`src/rtl/spi_reg_ctrl.sv`:
```
// Register-bus sequencer behind an SPI slave byte interface: command byte selects
// read/write and start address, following bytes burst at auto-incrementing addresses.
module spi_reg_ctrl #(
    parameter int         ADDR_W      = 7,
    parameter int         RD_TIMEOUT  = 8,
    parameter logic [7:0] RD_ERR_BYTE = 8'hEE
) (
    input  logic              i_sys_clk,
    input  logic              i_rst,
    input  logic              i_spi_cs_b,
    input  logic              i_rx_data_valid,
    input  logic [7:0]        i_rx_byte,
    output logic              o_tx_data_valid,
    output logic [7:0]        o_tx_byte,
    output logic [ADDR_W-1:0] o_reg_addr,
    output logic              o_reg_wr_en,
    output logic [7:0]        o_reg_wr_data,
    output logic              o_reg_rd_en,
    input  logic [7:0]        i_reg_rd_data,
    input  logic              i_reg_rd_ack,
    input  logic              i_err_clr,
    output logic              o_busy,
    output logic              o_err_timeout
);
    localparam logic [2:0] S_IDLE    = 3'd0;
    localparam logic [2:0] S_CMD     = 3'd1;
    localparam logic [2:0] S_RD_REQ  = 3'd2;
    localparam logic [2:0] S_RD_WAIT = 3'd3;
    localparam logic [2:0] S_RD_NEXT = 3'd4;
    localparam logic [2:0] S_WR_DATA = 3'd5;
    localparam int         CNT_W     = $clog2(RD_TIMEOUT + 1);

    logic              r_cs_meta, r_cs_sync, r_cs_act_d;
    logic [2:0]        r_state;
    logic [ADDR_W-1:0] r_addr;
    logic [CNT_W-1:0]  r_tmo_cnt;
    logic [7:0]        r_tx_byte;
    logic              r_tx_vld;
    logic              r_wr_en;
    logic [7:0]        r_wr_data;
    logic              r_err;

    logic w_cs_act, w_cs_rise, w_ack, w_timeout;

    assign w_cs_act  = ~r_cs_sync;
    assign w_cs_rise = w_cs_act & ~r_cs_act_d;
    assign w_ack     = (r_state == S_RD_WAIT) & w_cs_act & i_reg_rd_ack;
    assign w_timeout = (r_state == S_RD_WAIT) & w_cs_act & ~i_reg_rd_ack
                     & (r_tmo_cnt == CNT_W'(RD_TIMEOUT - 1));

    // Sync flops and the previous-CS register reset to "active" so a frame
    // already running at reset is ignored until CS is released.
    always_ff @(posedge i_sys_clk) begin
        if (i_rst) begin
            r_cs_meta  <= 1'b0;
            r_cs_sync  <= 1'b0;
            r_cs_act_d <= 1'b1;
            r_state    <= S_IDLE;
            r_addr     <= '0;
            r_tmo_cnt  <= '0;
            r_tx_byte  <= 8'h00;
            r_tx_vld   <= 1'b0;
            r_wr_en    <= 1'b0;
            r_wr_data  <= 8'h00;
            r_err      <= 1'b0;
        end else begin
            r_cs_meta  <= i_spi_cs_b;
            r_cs_sync  <= r_cs_meta;
            r_cs_act_d <= w_cs_act;
            r_tx_vld   <= 1'b0;
            r_wr_en    <= 1'b0;

            if (r_wr_en)
                r_addr <= r_addr + ADDR_W'(1);

            if (w_timeout)
                r_err <= 1'b1;
            else if (i_err_clr)
                r_err <= 1'b0;

            if (!w_cs_act) begin
                r_state <= S_IDLE;
            end else begin
                case (r_state)
                    S_IDLE: begin
                        if (w_cs_rise) begin
                            r_state   <= S_CMD;
                            r_tx_byte <= 8'h00;
                        end
                    end
                    S_CMD: begin
                        if (i_rx_data_valid) begin
                            r_addr  <= i_rx_byte[ADDR_W-1:0];
                            r_state <= i_rx_byte[7] ? S_RD_REQ : S_WR_DATA;
                        end
                    end
                    S_RD_REQ: begin
                        r_tmo_cnt <= '0;
                        r_state   <= S_RD_WAIT;
                    end
                    S_RD_WAIT: begin
                        if (w_ack) begin
                            r_tx_byte <= i_reg_rd_data;
                            r_tx_vld  <= 1'b1;
                            r_state   <= S_RD_NEXT;
                        end else if (w_timeout) begin
                            r_tx_byte <= RD_ERR_BYTE;
                            r_tx_vld  <= 1'b1;
                            r_state   <= S_RD_NEXT;
                        end else begin
                            r_tmo_cnt <= r_tmo_cnt + CNT_W'(1);
                        end
                    end
                    S_RD_NEXT: begin
                        if (i_rx_data_valid) begin
                            r_addr  <= r_addr + ADDR_W'(1);
                            r_state <= S_RD_REQ;
                        end
                    end
                    S_WR_DATA: begin
                        if (i_rx_data_valid) begin
                            r_wr_en   <= 1'b1;
                            r_wr_data <= i_rx_byte;
                        end
                    end
                    default: r_state <= S_IDLE;
                endcase
            end
        end
    end

    assign o_tx_data_valid = r_tx_vld;
    assign o_tx_byte       = (r_state == S_IDLE) ? {7'b1010000, r_err} : r_tx_byte;
    assign o_reg_addr      = r_addr;
    assign o_reg_wr_en     = r_wr_en;
    assign o_reg_wr_data   = r_wr_data;
    assign o_reg_rd_en     = (r_state == S_RD_REQ) & w_cs_act;
    assign o_busy          = (r_state != S_IDLE);
    assign o_err_timeout   = r_err;

endmodule

```
`config.mk`:
```
export PLATFORM = sky130hd
export DESIGN_NAME = spi_reg_ctrl
export DESIGN_NICKNAME = d
export VERILOG_FILES = /design/src/rtl/spi_reg_ctrl.sv
export SDC_FILE = /design/constraint.sdc
export NUM_CORES = 1
export LEC_CHECK = 0
export CORE_UTILIZATION = 52
export CTS_BUF_LIST = sky130_fd_sc_hd__clkbuf_8
export CTS_CLUSTER_SIZE = 40
export DETAILED_ROUTE_END_ITERATION = 16
export HOLD_SLACK_MARGIN = 0.05
export PLACE_DENSITY_LB_ADDON = 0.12
export RECOVER_POWER = 50
export SYNTH_ARGS = -nofsm -noshare
export SYNTH_HDL_FRONTEND = slang
export SYNTH_SLANG_ARGS = --single-unit
```
`constraint.sdc`:
```
create_clock -name i_sys_clk -period 4.75 [get_ports i_sys_clk]
set_input_delay 1.425 -clock i_sys_clk [delete_from_list [all_inputs] [get_ports i_sys_clk]]
set_output_delay 1.425 -clock i_sys_clk [all_outputs]
set_load 0.01 [all_outputs]
```
==> flow_results.xml <==
<?xml version="1.0" encoding="UTF-8"?>
<metrics>
  <group name="pwr">
    <metric name="power.sequential.fraction" unit="">0.498</metric>
    <metric name="total_leakage_power" unit="nW">1.11</metric>
    <metric name="netSwitchingPower" unit="mW">0.155</metric>
    <metric name="power-per-cell-area" unit="mW/mm^2">246</metric>
    <metric name="clkPwrFrac" unit="">0.368</metric>
    <metric name="vdd_ir_drop_max" unit="V">0.000155</metric>
    <metric name="power.share.combinational" unit="">0.134</metric>
    <metric name="power.switching_fraction" unit="">0.243</metric>
    <metric name="internal_power" unit="mW">0.481</metric>
  </group>
  <group name="worst_setup_path">
    <metric name="crit-reg2reg-launch" unit="">r_state[0]</metric>
    <metric name="reg2reg_setup_slack" unit="ns">2.65</metric>
    <metric name="critical_path_buf_inv_count" unit="">1</metric>
    <metric name="rr_endpoint" unit="">o_reg_wr_data[6]</metric>
    <metric name="critical-path-max-stage-delay" unit="ns">0.80</metric>
    <metric name="startpoint_type" unit="">flop</metric>
    <metric name="worstRegToRegCells" unit="">4</metric>
    <metric name="worstPathCellList" unit="">nor3_1 -&gt; mux2_2 -&gt; clkdlybuf4s50_1</metric>
    <metric name="worstSetupEndpointType" unit="">output port</metric>
    <metric name="crit_type" unit="">reg2out</metric>
    <metric name="worst-endpoint-arrival" unit="ns">2.48</metric>
    <metric name="critical-path-slowest-cell" unit="">sky130_fd_sc_hd__nor3_1</metric>
    <metric name="worst-endpoint-required" unit="ns">3.32</metric>
    <metric name="crit_family" unit="">simple AND/OR/NAND/NOR gates</metric>
    <metric name="top_fanout_value_on_the_critical_path" unit="">17</metric>
  </group>
  <group name="finish">
    <metric name="drive_gt1_frac" unit="">0.0784</metric>
    <metric name="finish.utilization" unit="">0.700</metric>
    <metric name="fill_count" unit="">318</metric>
    <metric name="synthToLayoutAreaGrowth" unit="%">27.3</metric>
    <metric name="final-seq-area" unit="sq um">721</metric>
    <metric name="nets" unit="">292</metric>
    <metric name="multiInputGateArea" unit="sq mm">0.00118</metric>
    <metric name="antenna_cells" unit="">0</metric>
  </group>
  <group name="clocking">
    <metric name="cts_max_level" unit="">2</metric>
    <metric name="clock_insertion_delay_worst_skew" unit="ns">0.28</metric>
    <metric name="path_clk_slew" unit="ns">0.07</metric>
    <metric name="number_of_clock_sinks_seen_by_cts" unit="">36</metric>
    <metric name="cts_tree" unit="">yes</metric>
    <metric name="post_cts.repair.setup_buffers" unit="">0</metric>
    <metric name="cts_max_path_buffers" unit="">2</metric>
    <metric name="cts_resized" unit="">0</metric>
    <metric name="hold_buffers" unit="">0</metric>
    <metric name="cts-buffers-inserted" unit="">5</metric>
    <metric name="cts_root_buf" unit="">sky130_fd_sc_hd__clkbuf_8</metric>
  </group>
  <group name="grt">
    <metric name="globalRoute.totalOverflow" unit="">0</metric>
    <metric name="grt.total_usage" unit="">0.252</metric>
    <metric name="vias_in_the_first_global_route" unit="">1801</metric>
    <metric name="grt_antenna_before_repair" unit="">0</metric>
    <metric name="grt_max_degree" unit="">19</metric>
    <metric name="grt_first_pass_wirelength" unit="mm">8.14</metric>
  </group>
  <group name="route">
    <metric name="pre_repair_dr_iteration_count" unit="">4</metric>
    <metric name="vias" unit="">1856</metric>
    <metric name="drt-initial-drc-count" unit="">143</metric>
    <metric name="vias_per_cell" unit="">5.87</metric>
    <metric name="ant_nets" unit="">0</metric>
    <metric name="detail_route.wl_per_cell" unit="um">14.8</metric>
    <metric name="route.detailed.drc" unit="">0</metric>
    <metric name="wl" unit="mm">4.68</metric>
  </group>
  <group name="worst_hold_path">
    <metric name="hp-start" unit="">r_cs_meta</metric>
    <metric name="timing.hold.worst.class" unit="">reg2reg</metric>
    <metric name="hold-path-cell-count" unit="">1</metric>
    <metric name="hold_path_end" unit="">r_cs_sync</metric>
  </group>
  <group name="floorplan">
    <metric name="dieArea" unit="sq mm">0.00415</metric>
    <metric name="die_w" unit="um">64.5</metric>
    <metric name="ios" unit="">50</metric>
    <metric name="placement_rows" unit="">22</metric>
    <metric name="starting_density_of_the_core" unit="">0.550</metric>
    <metric name="fp.coreArea" unit="sq mm">0.00369</metric>
    <metric name="die_y" unit="um">64.5</metric>
  </group>
  <group name="synth">
    <metric name="synth_flop_cell" unit="">sky130_fd_sc_hd__dfxtp_1</metric>
    <metric name="synth_cells" unit="">226</metric>
    <metric name="synth_enable_flop_cells" unit="">0</metric>
    <metric name="netlist.area_leader.share" unit="">0.355</metric>
    <metric name="number_of_warnings_reported_in_the_yosys_synthesis_log" unit="">0</metric>
    <metric name="netlist_area" unit="sq mm">0.00203</metric>
    <metric name="synth_area_leaders" unit="">sky130_fd_sc_hd__dfxtp_1 (36%), sky130_fd_sc_hd__mux2i_1 (5.9%), sky130_fd_sc_hd__nor2_1 (3.7%)</metric>
    <metric name="synthDistinctLibCells" unit="">62</metric>
    <metric name="synthArstFlopShare" unit="">0</metric>
    <metric name="ys_ff_latch" unit="">36</metric>
    <metric name="avgSynthCellArea" unit="sq um">8.97</metric>
    <metric name="syn-num-nets" unit="">250</metric>
    <metric name="ys_seq_area_frac" unit="">0.355</metric>
    <metric name="synth_largest_area_cell" unit="">sky130_fd_sc_hd__dfxtp_1</metric>
  </group>
  <group name="timing">
    <metric name="timing.clock.skew" unit="ns">0.00415</metric>
    <metric name="timing.final.setup_violations" unit="">0</metric>
    <metric name="period_minus_slack" unit="ns">3.91</metric>
    <metric name="period_share" unit="">0.822</metric>
    <metric name="timing_max_transition_violations_final" unit="">0</metric>
    <metric name="setup_total_negative_slack" unit="ns">0</metric>
    <metric name="grt_setup_unrepaired" unit="">no</metric>
    <metric name="worstMarginPinSlew" unit="ns">0.877</metric>
    <metric name="slew-limit-headroom" unit="">0.411</metric>
    <metric name="report.final.hold_viol_count" unit="">0</metric>
    <metric name="clock.fmax" unit="MHz">256</metric>
    <metric name="timing.hold.ws" unit="ns">0.448</metric>
  </group>
  <group name="outcome">
    <metric name="status" unit="">complete, no violations</metric>
  </group>
  <group name="placed_design">
    <metric name="routability_congestion_estimate" unit="">0.796</metric>
    <metric name="portBuffers" unit="">49</metric>
    <metric name="dpl.hpwl" unit="mm">3.32</metric>
  </group>
  <group name="job">
    <metric name="cap_viol_max_count" unit="">0</metric>
  </group>
</metrics>
-- cell type report --
cell class	count	share of cell area
tap	48	0.0233
clock buffer	7	0.0373
timing repair buffer	51	0.194
inverter	7	0.0102
sequential	36	0.279
multi-input combinational	167	0.456
-- cell families (layout without fill, tap and decap cells) --
family,count (synthesis),count (layout),share of synthesized area
DFF,36,36,0.355
adders and majority gates,2,2,0.0123
AOI/OAI and AO/OA,63,63,0.240
and+or+nand+nor,84,84,0.244
xor gates and xnor gates,5,5,0.0216
muxes,13,13,0.0648
buffers and inverters,23,65,0.0617
-- layer usage --
metal  GRT usage  wire length, um  vias up
met5           0                0        -
met4       0.108               62        0
met3      0.0599              218        4
met2       0.425             2310       52
met1       0.304             2090      866
li1            -                -      934
-- synth_stat cells, drive strengths merged (2+ instances only) --
cell / n
o311ai: 6
and3: 2
or2: 3
o22ai: 7
nand4: 2
nand3b: 9
dfxtp: 36
o21a: 2
inv: 6
o2111ai: 6
xor2: 3
ha: 2
o221ai: 3
a21o: 4
a311o: 2
buf: 13
clkbuf: 3
nor2: 21
xnor2: 2
mux2i: 12
nand3: 5
or4: 2
and2b: 5
a31o: 3
and2: 3
a21oi: 10
nand2: 15
o21ai: 2
o31ai: 4
nor3: 2
nor3b: 2
nor2b: 7
a22oi: 2
-- cells in the final DEF (no fill, tap or decap), types with 3 or more instances in the layout --
master,n
sky130_fd_sc_hd__a21o_1,3
sky130_fd_sc_hd__a21oi_1,10
sky130_fd_sc_hd__and2_1,3
sky130_fd_sc_hd__and2b_1,5
sky130_fd_sc_hd__clkbuf_8,7
sky130_fd_sc_hd__clkdlybuf4s50_1,29
sky130_fd_sc_hd__dfxtp_1,36
sky130_fd_sc_hd__dlygate4sd3_1,20
sky130_fd_sc_hd__inv_1,6
sky130_fd_sc_hd__mux2i_1,12
sky130_fd_sc_hd__nand2_1,14
sky130_fd_sc_hd__nand3_1,5
sky130_fd_sc_hd__nand3b_1,8
sky130_fd_sc_hd__nor2_1,20
sky130_fd_sc_hd__nor2b_1,7
sky130_fd_sc_hd__o2111ai_1,6
sky130_fd_sc_hd__o221ai_1,3
sky130_fd_sc_hd__o22ai_1,7
sky130_fd_sc_hd__o311ai_0,6
sky130_fd_sc_hd__o31ai_1,4
sky130_fd_sc_hd__xor2_1,3
-- metrics by stage --
step,setup WS [ns],area (sq um),power (mW),cells
after global placement,1.18,2490,0.408,309
final,0.844,2580,0.635,316
after floorplan,2.02,2030,0.373,226
after detailed placement,1.16,2490,0.409,309
after CTS,0.839,2590,0.642,316
after global routing,0.642,2580,0.664,316
-- power by group through the flow --
stage	Combinational [mW]	Clock (mW)	Sequential [mW]
finish	0.0850	0.234	0.316
CTS	0.0866	0.239	0.316
global placement	0.0855	0	0.323
global route	0.0927	0.253	0.318
detailed placement	0.0860	0	0.323
floorplan	0.0553	0	0.317
-- how the worst max path moves through the flow --
stage               startpoint            to  slack, ns  depth (start not counted)
floorplan           r_state[1]  o_tx_byte[0]       2.02                          3
global placement    r_state[1]  o_tx_byte[0]       1.18                          3
detailed placement  r_state[1]  o_tx_byte[0]       1.16                          3
CTS                 r_state[1]  o_tx_byte[0]       0.84                          3
global route        r_state[1]  o_tx_byte[0]       0.64                          3
finish              r_state[1]  o_tx_byte[0]       0.84                          3
-- flip-flops by register name (all words and copies together) (netlist names) --
name / flops
r_cs_act_d: 1
r_cs_meta: 1
o_err_timeout: 1
o_reg_addr: 7
r_cs_sync: 1
o_tx_data_valid: 1
r_tx_byte: 8
r_tmo_cnt: 4
o_reg_wr_data: 8
o_reg_wr_en: 1
r_state: 3
Power figures use the tool's default switching activity.
